## src/rtl/us_icmp_pkg.sv

```systemverilog
// us_icmp_pkg: ICMP constants, FSM encoding and payload/checksum
// helpers shared by the ping generator and the reply path.
package us_icmp_pkg;

  localparam logic [7:0] ECHO_REQ   = 8'h08;
  localparam logic [7:0] ECHO_REPLY = 8'h00;

  localparam int TIMEOUT_DEFAULT = 156250000;
  localparam int PAYLOAD_DEFAULT = 1472;

  typedef enum logic [2:0] {
    ST_IDLE,
    ST_CALC,
    ST_HDR,
    ST_DATA,
    ST_WAIT
  } state_t;

  function automatic logic [63:0] payload_beat(
    input logic [7:0] base
  );
    logic [63:0] d;
    for (int j = 0; j < 8; j++)
      d[8*j +: 8] = base + 8'(j);
    return d;
  endfunction

  // rem counts the bytes still owed, this beat included
  function automatic logic [7:0] keep_for(
    input logic [10:0] rem
  );
    logic [8:0] k;
    k = (9'd1 << rem[2:0]) - 9'd1;
    if (rem >= 11'd8)
      return 8'hFF;
    return k[7:0];
  endfunction

  function automatic logic [63:0] mask_beat(
    input logic [63:0] d,
    input logic [7:0]  keep
  );
    logic [63:0] m;
    for (int j = 0; j < 8; j++)
      m[8*j +: 8] = keep[j] ? d[8*j +: 8] : 8'h00;
    return m;
  endfunction

  function automatic logic [63:0] be_words(
    input logic [63:0] d
  );
    logic [63:0] w;
    for (int m = 0; m < 4; m++)
      w[16*m +: 16] = {d[16*m +: 8], d[16*m+8 +: 8]};
    return w;
  endfunction

endpackage

```

## src/rtl/us_icmp_csum_acc.sv

```systemverilog
// us_icmp_csum_acc: adds four 16-bit words to a running
// ones'-complement sum and folds the carries back in.
module us_icmp_csum_acc (
  input  logic [15:0] acc,
  input  logic [63:0] words,
  output logic [15:0] sum
);

  logic [18:0] raw;
  logic [16:0] f1;

  always_comb begin
    raw = {3'b000, acc}
        + {3'b000, words[15:0]}
        + {3'b000, words[31:16]}
        + {3'b000, words[47:32]}
        + {3'b000, words[63:48]};
    f1  = {1'b0, raw[15:0]} + {14'd0, raw[18:16]};
    sum = f1[15:0] + {15'd0, f1[16]};
  end

endmodule

```

## src/rtl/us_icmp_ping.sv

```systemverilog
// us_icmp_ping: ICMP echo request generator with reply matching
// and round-trip measurement on 64-bit AXI-stream.
module us_icmp_ping
  import us_icmp_pkg::*;
#(
  parameter int TIMEOUT_CYCLES = TIMEOUT_DEFAULT,
  parameter int PAYLOAD_MAX    = PAYLOAD_DEFAULT
) (
  input  logic        tx_axis_aclk,
  input  logic        tx_axis_aresetn,
  input  logic        ping_start,
  input  logic [15:0] ping_identifier,
  input  logic [10:0] ping_payload_len,
  output logic [63:0] icmp_tx_axis_tdata,
  output logic [7:0]  icmp_tx_axis_tkeep,
  output logic        icmp_tx_axis_tvalid,
  output logic        icmp_tx_axis_tlast,
  input  logic        icmp_tx_axis_tready,
  input  logic [63:0] ip_rx_axis_tdata,
  input  logic [7:0]  ip_rx_axis_tkeep,
  input  logic        ip_rx_axis_tvalid,
  input  logic        ip_rx_axis_tlast,
  input  logic        ip_rx_axis_tuser,
  output logic        ping_busy,
  output logic        ping_done,
  output logic        ping_timeout,
  output logic [31:0] ping_rtt,
  output logic [15:0] ping_seq
);

  localparam logic [10:0] LEN_MAX = 11'(PAYLOAD_MAX);
  localparam logic [31:0] TO_LAST = 32'(TIMEOUT_CYCLES - 1);

  state_t      state, state_nx;
  logic [15:0] seq, id_q, acc, acc_nx, csum;
  logic [10:0] len_q, len_in;
  logic [8:0]  nbeats, calc_cnt, tx_cnt, tx_nx;
  logic        const_done;
  logic [31:0] rtt_cnt, wait_cnt;
  logic        in_frame, cand;
  logic        hs, calc_pay, calc_fin;
  logic        hdr_ok, match, to_hit;
  logic [63:0] calc_words, pay;
  logic        unused_keep;

  assign unused_keep = ^ip_rx_axis_tkeep;
  assign ping_busy   = (state != ST_IDLE);

  always_comb begin
    len_in = (ping_payload_len > LEN_MAX) ?
             LEN_MAX : ping_payload_len;
    hs       = icmp_tx_axis_tvalid & icmp_tx_axis_tready;
    calc_pay = calc_cnt < nbeats;
    calc_fin = !calc_pay && const_done;
    pay = mask_beat(
      payload_beat(8'({calc_cnt, 3'b000})),
      keep_for(11'(len_q - {calc_cnt, 3'b000})));
    calc_words = calc_pay ? be_words(pay) :
                 {16'h0000, seq, id_q, 16'h0800};
    csum  = ~acc;
    tx_nx = tx_cnt + 9'd1;
    hdr_ok = (ip_rx_axis_tdata[7:0] == ECHO_REPLY)
          && (ip_rx_axis_tdata[15:8] == 8'h00)
          && ({ip_rx_axis_tdata[39:32],
               ip_rx_axis_tdata[47:40]} == id_q)
          && ({ip_rx_axis_tdata[55:48],
               ip_rx_axis_tdata[63:56]} == seq);
    match = (state == ST_WAIT) && ip_rx_axis_tvalid
         && ip_rx_axis_tlast && !ip_rx_axis_tuser
         && (in_frame ? cand : hdr_ok);
    to_hit = (state == ST_WAIT) && (wait_cnt == TO_LAST);
  end

  us_icmp_csum_acc u_csum (
    .acc   (acc),
    .words (calc_words),
    .sum   (acc_nx)
  );

  always_comb begin
    state_nx = state;
    unique case (state)
      ST_IDLE: if (ping_start) state_nx = ST_CALC;
      ST_CALC: if (calc_fin) state_nx = ST_HDR;
      ST_HDR:
        if (hs)
          state_nx = (len_q == 11'd0) ? ST_WAIT : ST_DATA;
      ST_DATA:
        if (hs && icmp_tx_axis_tlast) state_nx = ST_WAIT;
      ST_WAIT:
        if (match || to_hit) state_nx = ST_IDLE;
      default: state_nx = ST_IDLE;
    endcase
  end

  always_ff @(posedge tx_axis_aclk or negedge tx_axis_aresetn) begin
    if (!tx_axis_aresetn) state <= ST_IDLE;
    else                  state <= state_nx;
  end

  always_ff @(posedge tx_axis_aclk or negedge tx_axis_aresetn) begin
    if (!tx_axis_aresetn) begin
      seq                 <= '0;
      id_q                <= '0;
      len_q               <= '0;
      nbeats              <= '0;
      calc_cnt            <= '0;
      const_done          <= 1'b0;
      acc                 <= '0;
      tx_cnt              <= '0;
      icmp_tx_axis_tdata  <= '0;
      icmp_tx_axis_tkeep  <= '0;
      icmp_tx_axis_tvalid <= 1'b0;
      icmp_tx_axis_tlast  <= 1'b0;
    end else begin
      unique case (state)
        ST_IDLE: if (ping_start) begin
          seq        <= seq + 16'd1;
          id_q       <= ping_identifier;
          len_q      <= len_in;
          nbeats     <= 9'(({1'b0, len_in} + 12'd7) >> 3);
          calc_cnt   <= '0;
          const_done <= 1'b0;
          acc        <= '0;
        end
        ST_CALC: begin
          if (calc_pay) begin
            acc      <= acc_nx;
            calc_cnt <= calc_cnt + 9'd1;
          end else if (!const_done) begin
            acc        <= acc_nx;
            const_done <= 1'b1;
          end else begin
            icmp_tx_axis_tdata <= {
              seq[7:0], seq[15:8], id_q[7:0], id_q[15:8],
              csum[7:0], csum[15:8], 8'h00, ECHO_REQ};
            icmp_tx_axis_tkeep  <= 8'hFF;
            icmp_tx_axis_tlast  <= (len_q == 11'd0);
            icmp_tx_axis_tvalid <= 1'b1;
          end
        end
        ST_HDR: if (hs) begin
          if (len_q == 11'd0) begin
            icmp_tx_axis_tvalid <= 1'b0;
            icmp_tx_axis_tlast  <= 1'b0;
          end else begin
            tx_cnt              <= '0;
            icmp_tx_axis_tdata  <= payload_beat(8'h00);
            icmp_tx_axis_tkeep  <= keep_for(len_q);
            icmp_tx_axis_tlast  <= (nbeats == 9'd1);
          end
        end
        ST_DATA: if (hs) begin
          if (icmp_tx_axis_tlast) begin
            icmp_tx_axis_tvalid <= 1'b0;
            icmp_tx_axis_tlast  <= 1'b0;
          end else begin
            tx_cnt <= tx_nx;
            icmp_tx_axis_tdata <=
              payload_beat(8'({tx_nx, 3'b000}));
            icmp_tx_axis_tkeep <=
              keep_for(11'(len_q - {tx_nx, 3'b000}));
            icmp_tx_axis_tlast <= (tx_nx == nbeats - 9'd1);
          end
        end
        default: ;
      endcase
    end
  end

  // RTT runs from the header handshake until the reply lands
  always_ff @(posedge tx_axis_aclk or negedge tx_axis_aresetn) begin
    if (!tx_axis_aresetn) begin
      rtt_cnt      <= '0;
      wait_cnt     <= '0;
      in_frame     <= 1'b0;
      cand         <= 1'b0;
      ping_done    <= 1'b0;
      ping_timeout <= 1'b0;
      ping_rtt     <= '0;
      ping_seq     <= '0;
    end else begin
      if (state == ST_HDR && hs)
        rtt_cnt <= 32'd1;
      else if ((state == ST_DATA || state == ST_WAIT)
               && rtt_cnt != 32'hFFFF_FFFF)
        rtt_cnt <= rtt_cnt + 32'd1;
      if (state == ST_WAIT) wait_cnt <= wait_cnt + 32'd1;
      else                  wait_cnt <= '0;
      if (ip_rx_axis_tvalid) begin
        in_frame <= !ip_rx_axis_tlast;
        if (!in_frame) cand <= hdr_ok && (state == ST_WAIT);
      end
      ping_done    <= match;
      ping_timeout <= to_hit && !match;
      if (match) begin
        ping_rtt <= rtt_cnt;
        ping_seq <= seq;
      end
    end
  end

endmodule

```

## config.mk

```make
export PLATFORM = sky130hd
export DESIGN_NAME = us_icmp_ping
export DESIGN_NICKNAME = d
export VERILOG_FILES = /design/src/rtl/us_icmp_pkg.sv /design/src/rtl/us_icmp_csum_acc.sv /design/src/rtl/us_icmp_ping.sv
export SDC_FILE = /design/constraint.sdc
export NUM_CORES = 1
export LEC_CHECK = 0
export ABC_AREA = 1
export BUFFER_PORTS_ARGS = -buffer_cell sky130_fd_sc_hd__buf_2
export CORE_ASPECT_RATIO = 1.75
export CORE_MARGIN = 4
export CORE_UTILIZATION = 53
export DETAILED_ROUTE_END_ITERATION = 8
export PLACE_DENSITY = 0.83
export SLEW_MARGIN = 30
export SYNTH_ARGS = -nofsm -noshare
export SYNTH_HDL_FRONTEND = slang
export SYNTH_SLANG_ARGS = --single-unit
```

## constraint.sdc

```tcl
create_clock -name tx_axis_aclk -period 8.6 [get_ports tx_axis_aclk]
set_input_delay 0 -clock tx_axis_aclk [delete_from_list [all_inputs] [get_ports tx_axis_aclk]]
set_output_delay 0 -clock tx_axis_aclk [all_outputs]
set_load 0.005 [all_outputs]
```

* After elaboration in Yosys (flattened, before gate mapping)
Cells that the tools add are included.
Operators by class: equality and inequality tests 24, muxes and demuxes 79, order comparisons 5, add/sub/neg operators 32, shift-type cells 3, reduce and logical (&&, ||, !) cells 39, bitwise operators 3
Operators by type and width (number):
- $mux 64 | 7
- $pmux 64 s3 | 1
- $mux 8 | 20
- $mux 32 | 3
- $add 32x1->32 const B | 2
- $add 8x3->8 const B | 8
- $add 19x16->19 | 3
- $mux 9 | 6
- $mux 16 | 3
- $pmux 9 s2 | 2
- $ge 11x4->1 const B | 3
- $add 8x2->8 const B | 4
- $eq 16x16->1 | 2
- $eq 32x28->1 const B | 1
- $ne 32x32->1 const B | 1
- $pmux 16 s2 | 1
- $ne 2x2->1 const B | 13
- $mux 1 | 24
- $pmux 8 s3 | 1
- $shl 1x3->8 const A | 3
- $sub 8x1->8 const B | 3
- $sub 11x11->11 | 2
- $add 9x1->9 const B | 2
- $mux 3 | 6
- 34 further kinds | 64
Word-level totals: register bits 280, output and inout bits 125, logic and storage cells 206

* Longest topological paths before layout
word-level depth 15, mapped depth 66, mapped depth without buffers 66

* By module
Synthesis repeated with hierarchy kept, for this count alone.
Unflattened totals: cell total of the unflattened synthesis 2496, area total of the unflattened synthesis 18308.8 sq um
By module, submodules not included:
- us_icmp_ping | cells each 1973, times used 1, area an instance 14905.5 sq um, sequential area each 6781.5 sq um
- us_icmp_csum_acc | cells each 523, times used 1, area an instance 3403.3 sq um, sequential area each 0.0 sq um

* Worst setup path after synthesis
No wires, ideal clock.
path type register to register, from reg calc_cnt[2], to reg acc[15], data required time 8.482 ns, path buffers 1, setup time 0.118 ns, period minus slack after synthesis 9.194 ns, data arrival time 9.076 ns, setup slack -0.594 ns, cell stages (with the launch flop) 64, cells stage by stage dfrtp_1 > clkbuf_1 > inv_1 > ha_1 > a21oi_1 > nand2_1 > or2_1 > a21oi_1 > nand2_1 > nor2_1 > nand3_2 > nand2_1 > inv_1 > nor2_2 > nor2_1 > ha_1 > nand2_1 > o21ai_0 > [28 not listed] > nand2_1 > nor2_1 > nand3_1 > nor2_1 > ha_1 > nand2_1 > nor2_1 > nand3_1 > nor2_1 > nand2_2 > nor2_4 > nand2_4 > nor2_8 > nand2_4 > nor2_4 > nand3_1 > nand3_1 > nand2_1
Between the ends: word-level cells in the longest chain between the ends 15
RTL lines:
- start, declared | RTL line us_icmp_ping.sv:37 | logic [8:0] nbeats, calc_cnt, tx_cnt, tx_nx;
- start signal, assigned | RTL line us_icmp_ping.sv:129 | calc_cnt <= calc_cnt + 9'd1;
- $sub 11x11->11 | RTL line us_icmp_ping.sv:57 | keep_for(11'(len_q - {calc_cnt, 3'b000})));
- $ge 11x4->1 | RTL line us_icmp_pkg.sv:34 | if (rem >= 11'd8)
- $mux 1 | RTL line us_icmp_pkg.sv:34
- $mux 8 | RTL line us_icmp_pkg.sv:36 | return k[7:0];
- $mux 8 | RTL line us_icmp_pkg.sv:45 | m[8*j +: 8] = keep[j] ? d[8*j +: 8] : 8'h00;
- $mux 64 | RTL line us_icmp_ping.sv:58 | calc_words = calc_pay ? be_words(pay) :
- $add 16x16->17 | RTL line us_icmp_csum_acc.sv:14 | + {3'b000, words[15:0]}
- $add 19x16->19 | RTL line us_icmp_csum_acc.sv:15 | + {3'b000, words[31:16]}
- $add 19x16->19 | RTL line us_icmp_csum_acc.sv:16 | + {3'b000, words[47:32]}
- $add 19x16->19 | RTL line us_icmp_csum_acc.sv:17 | + {3'b000, words[63:48]};
- $add 16x3->17 | RTL line us_icmp_csum_acc.sv:18 | f1 = {1'b0, raw[15:0]} + {14'd0, raw[18:16]};
- $add 16x1->16 | RTL line us_icmp_csum_acc.sv:19 | sum = f1[15:0] + {15'd0, f1[16]};
- $mux 16 | RTL line us_icmp_ping.sv:130 | end else if (!const_done) begin
- $mux 16 | RTL line us_icmp_ping.sv:127 | if (calc_pay) begin
- $pmux 16 s2 | RTL line us_icmp_ping.sv:116 | unique case (state)
- end signal, assigned | RTL line us_icmp_ping.sv:128 | acc <= acc_nx;
- end signal, assigned | RTL line us_icmp_ping.sv:131 | acc <= acc_nx;
- end, declared | RTL line us_icmp_ping.sv:35 | logic [15:0] seq, id_q, acc, acc_nx, csum;
Several ways; a longest one is shown, not always the timed one. The select of a mux whose other input is x is not followed. A chain may end at the register's enable or synchronous reset.

* Final worst setup path
from reg len_q[3], to reg acc[14]
Between the ends: word-level cells in the longest chain between the ends 15
RTL lines:
- start, declared | RTL line us_icmp_ping.sv:36 | logic [10:0] len_q, len_in;
- start signal, assigned | RTL line us_icmp_ping.sv:120 | len_q <= len_in;
- $sub 11x11->11 (*) | RTL line us_icmp_ping.sv:57
- $ge 11x4->1 (*) | RTL line us_icmp_pkg.sv:34
- $mux 1 (*) | RTL line us_icmp_pkg.sv:34
- $mux 8 (*) | RTL line us_icmp_pkg.sv:36
- $mux 8 | RTL line us_icmp_pkg.sv:45
- $mux 64 (*) | RTL line us_icmp_ping.sv:58
- $add 16x16->17 | RTL line us_icmp_csum_acc.sv:14
- $add 19x16->19 | RTL line us_icmp_csum_acc.sv:15
- $add 19x16->19 | RTL line us_icmp_csum_acc.sv:16
- $add 19x16->19 (*) | RTL line us_icmp_csum_acc.sv:17
- $add 16x3->17 (*) | RTL line us_icmp_csum_acc.sv:18
- $add 16x1->16 (*) | RTL line us_icmp_csum_acc.sv:19
- $mux 16 | RTL line us_icmp_ping.sv:130
- $mux 16 (*) | RTL line us_icmp_ping.sv:127
- $pmux 16 s2 (*) | RTL line us_icmp_ping.sv:116
Mark *: on every way between the ends. The rest lies on a longest branch, timed or not. The select of a mux whose other input is x is not followed.

==> impl.org <==
** Routing
- The detailed router put a total of 20,200 um of wire on met1.
- Detailed routing inserted a total of 17,700 vias.
- DR top layer :: met4
- For this run, design rule violations remaining after detail routing come to 0.
- After detailed routing, the number of vias per cell comes to 5.76.
- Wire segments on met2 add up to 30,600 um in the final route.
- Once detail routing completed, the nets flagged for antenna violations numbered 0.
- The pre-antenna-repair detailed-routing pass consisted of 9 iterations.
- Final Routed Wirelength :: 61,300 um
- DR iter-0 viols :: 1,375
- Routed len/inst :: 20.0 um
- Summed over all nets, wire length on met3 after detailed routing comes to 4730 um.

** Critical path
- Cell type of the slowest stage on the worst timing path :: fa_1
- Critical path endpoint category :: flip-flop
- Launching element type of the critical path :: flip-flop
- The largest single stage delay on the critical path is 0.54 ns.
- Counting cells, the worst reg-to-reg path comes to 67.
- Maximum fanout along the worst path :: 4
- WP data required :: 9.08 ns
- The critical path in this run is classified as flip-flop to flip-flop.
- By instance count, the cell type seen most on the critical path is nor2_4.
- At the worst endpoint, the arrival time is 10.03 ns.

** Logic synthesis
- In this run the cell area of the synthesized design comes to 0.0171 mm^2.
- For this run, asynchronously set or reset flops after synthesis account for 1.00.
- For this run, the leading register cell type out of synthesis is dfrtp_1.
- Number of enable-type register cells in the synthesized netlist :: 0
- Of the synthesized area, sequential elements account for 0.396.
- A synthesized cell averages 7.76 um^2.
- Number of warnings issued by yosys :: 0
- Synthesis handed over a netlist of 2,209 instances.
- In this run, synthesis produced a sequential element count of 271.
- The synthesized netlist contains 61 unique library cells.

** Die
- Effective utilization at floorplan :: 0.540
- Floorplan core area :: 0.0317 mm^2
- The die covers 0.0354 mm^2.
- Pin placement for this block handled 231 I/O pins.
- In this run the core area contains 86 standard-cell rows.
- The die is 246 um tall.
- Width of the die :: 144 um

** Place
- Final weighted congestion in routability-driven placement :: 1.04
- The placed instances occupy a cell area of 0.0195 mm^2.
- Input/output buffers :: 201
- Placed Cells :: 2,889
- Half-perimeter wire length of the detailed placement result :: 43,000 um

** Global route
- Total gr overflow :: 0
- Via count of the first global-routing pass :: 17,800
- Maximum number of pins on one net before global-route repair :: 150
- Number of antenna violations at the first check in global routing :: 2
- For this run, the total global-route usage over all layers was measured as 0.334.
- The first global-routing pass estimated 92,600 um of wire.

** Clock network
- H-tree levels :: 1
- Worst skew pair latency :: 0.56 ns
- Clock tree synthesis inserted a total of 27 buffers.
- TritonCTS built the clock tree.
- The tree is rooted in a clkbuf_16.
- Clock-pin slew was measured on the worst setup and hold paths at 0.07 ns.
- Clock tree buffer depth :: 3
- CTS Sinks :: 271

** STA
- In this run the tightest slew margin relative to its limit is 0.297.
- Worst setup slack after layout :: -0.956 ns
- Setup repair after global routing could not meet its margin everywhere.
- At the pin with the least slew margin, the transition time is 1.05 ns.
- On the final layout, the worst hold slack is 0.0253 ns.
- The count of final hold-check violations came to 0.
- Highest achievable clock rate :: 0.105 GHz
- Share of the cycle needed by the critical path after routing :: 1.11
- Final setup violation count :: 15
- The smallest clock period supported by the final layout is computed as 9.56 ns.
- For the final database, setup skew stands at 0.0166 ns.
- Max-slew violation total from the final report :: 0

** Cells and area
- Post-layout utilization of the core :: 0.699
- Summing all multi-input logic gate instances after layout gives 0.00967 mm^2.
- Final non-filler cell total :: 3,072
- The finished cells cover 0.0222 mm^2.
- Of the cells placed in the final design, the portion with a size suffix greater than 1 is 0.260.
- Fill cell instance count of the final layout :: 2,410
- At the end of the flow, the number of nets in the layout was 2,862.
- The sequential cells in the finished layout cover a total of 0.00678 mm^2.
- P&R area growth vs syn :: 29.5%

** Status
- The final reports fail on setup timing.
- The run finished, with violations left.

** Min path
- Min-delay worst type :: input port to flip-flop
- Along the worst hold path, the cell count comes to 6.

** Run
- Across the run, the number of max-cap violations was 0.
-- cell families (layout without fill, tap and decap cells) --
| kind of cell | Yosys count | in the layout | synth area share |
|---|---|---|---|
| other cells | 1 | 7 | 0.000219 |
| flops | 271 | 271 | 0.396 |
| fa+ha+maj | 100 | 100 | 0.0879 |
| xor+xnor | 102 | 102 | 0.0521 |
| simple gates | 1022 | 1022 | 0.266 |
| buf+inv | 361 | 822 | 0.0823 |
| mux | 2 | 2 | 0.00117 |
| compound gates | 350 | 350 | 0.114 |
-- placed cells by master (no fill, tap or decap), types with 55 or more instances in the layout --
master,n
xor2_1,55
nor2_1,178
inv_1,272
buf_2,200
nand3_1,98
a21oi_1,115
buf_4,217
nand2_1,497
o21ai_0,123
dfrtp_1,271
-- stage by stage --
step | setup slack (ns) | setup TNS [ns]
after global routing | -1.33 | -14.89
final | -0.956 | -9.06
after detailed placement | -0.664 | -5.53
after CTS | -0.384 | -2.64
after global placement | -0.391 | -2.48
after floorplan | 0.0296 | 0
-- worst max-delay path, delay by kind of cell, from the launching register on --
family	cells	cell delay (ns)
flip-flops	1	0.39
XOR/XNOR	3	0.41
AND/OR/NAND/NOR	38	4.02
buffers and inverters	10	0.73
adder cells (fa/ha/maj)	9	2.89
AO/OA/AOI/OAI	7	0.98
-- flip-flops by register name, summed over array words and instances (netlist names), 3 cells and up --
name                cells
tx_cnt                  9
wait_cnt               32
ping_seq               16
calc_cnt                9
seq                    16
icmp_tx_axis_tdata     55
id_q                   16
rtt_cnt                32
len_q                  11
ping_rtt               32
state                   3
nbeats                  9
acc                    16
icmp_tx_axis_tkeep      8
-- layer usage --
| layer | vias up | global-route usage |
|---|---|---|
| met4 | 0 | 0.243 |
| met2 | 983 | 0.583 |
| met5 | - | 0 |
| met1 | 8358 | 0.359 |
| li1 | 8031 | - |
| met3 | 336 | 0.0498 |
-- cells in the mapped netlist (4+ instances only) --
| master | instances | share of area |
|---|---|---|
| o21ai_1 | 6 | 0.0018 |
| inv_2 | 15 | 0.0033 |
| ha_1 | 66 | 0.048 |
| nor3_1 | 49 | 0.014 |
| xor2_1 | 60 | 0.031 |
| or2_2 | 9 | 0.0033 |
| a21oi_1 | 124 | 0.036 |
| buf_1 | 4 | 0.00088 |
| a31oi_1 | 16 | 0.0058 |
| clkbuf_1 | 31 | 0.0068 |
| nor2_4 | 9 | 0.0059 |
| o31ai_1 | 8 | 0.0035 |
| nand2_1 | 517 | 0.11 |
| o22ai_1 | 14 | 0.0051 |
| nand3_1 | 112 | 0.033 |
| nand3_2 | 9 | 0.0053 |
| dfrtp_1 | 271 | 0.40 |
| nor4_1 | 18 | 0.0066 |
| nand2_2 | 26 | 0.0095 |
| nor2_1 | 191 | 0.042 |
| xnor2_1 | 42 | 0.021 |
| nand4_1 | 33 | 0.012 |
| o21ai_0 | 134 | 0.039 |
| o21a_1 | 6 | 0.0026 |
| nor3b_1 | 4 | 0.0018 |
| nor2_2 | 24 | 0.0088 |
| nand3b_1 | 4 | 0.0018 |
| nor3_2 | 8 | 0.0047 |
| buf_2 | 11 | 0.0032 |
| o211ai_1 | 9 | 0.0039 |
| buf_4 | 11 | 0.0048 |
| a211oi_1 | 5 | 0.0022 |
| inv_1 | 285 | 0.062 |
| o21bai_1 | 6 | 0.0026 |
| fa_1 | 34 | 0.040 |
-- final cells by class --
class	instances	area share
Antenna cell	2	0.000225
Clock buffer	33	0.0328
Clock inverter	14	0.00704
Inverter	304	0.0518
Multi-Input combinational cell	1581	0.435
Sequential cell	271	0.305
Tap cell	396	0.0223
Timing Repair Buffer	471	0.145
-- path summary, 6_finish.rpt --
| path | startpoint | end | slack [ns] |
|---|---|---|---|
| hold / removal | ip_rx_axis_tdata[1] | cand | 0.03 |
| setup / recovery | len_q[3] | acc[14] | -0.96 |
| min in group asynchronous | tx_axis_aresetn | wait_cnt[5] | 0.47 |
| max in group asynchronous | tx_axis_aresetn | icmp_tx_axis_tdata[55] | 6.96 |
| hold reg to reg | wait_cnt[0] | wait_cnt[0] | 0.47 |
| setup reg to reg | len_q[3] | acc[14] | -0.96 |
-- timing repair --
item                                    CTS  global route
setup buffers                            77            23
endpoints found under the setup margin   14            16
hold buffers                             37             1
resized for setup                        73            69
hold endpoints to repair                161            25
pin swaps                                53            83
Power is left out: the tool's default activity adds up to more than one toggle a clock period on the data nets, which glitch-free logic cannot reach.
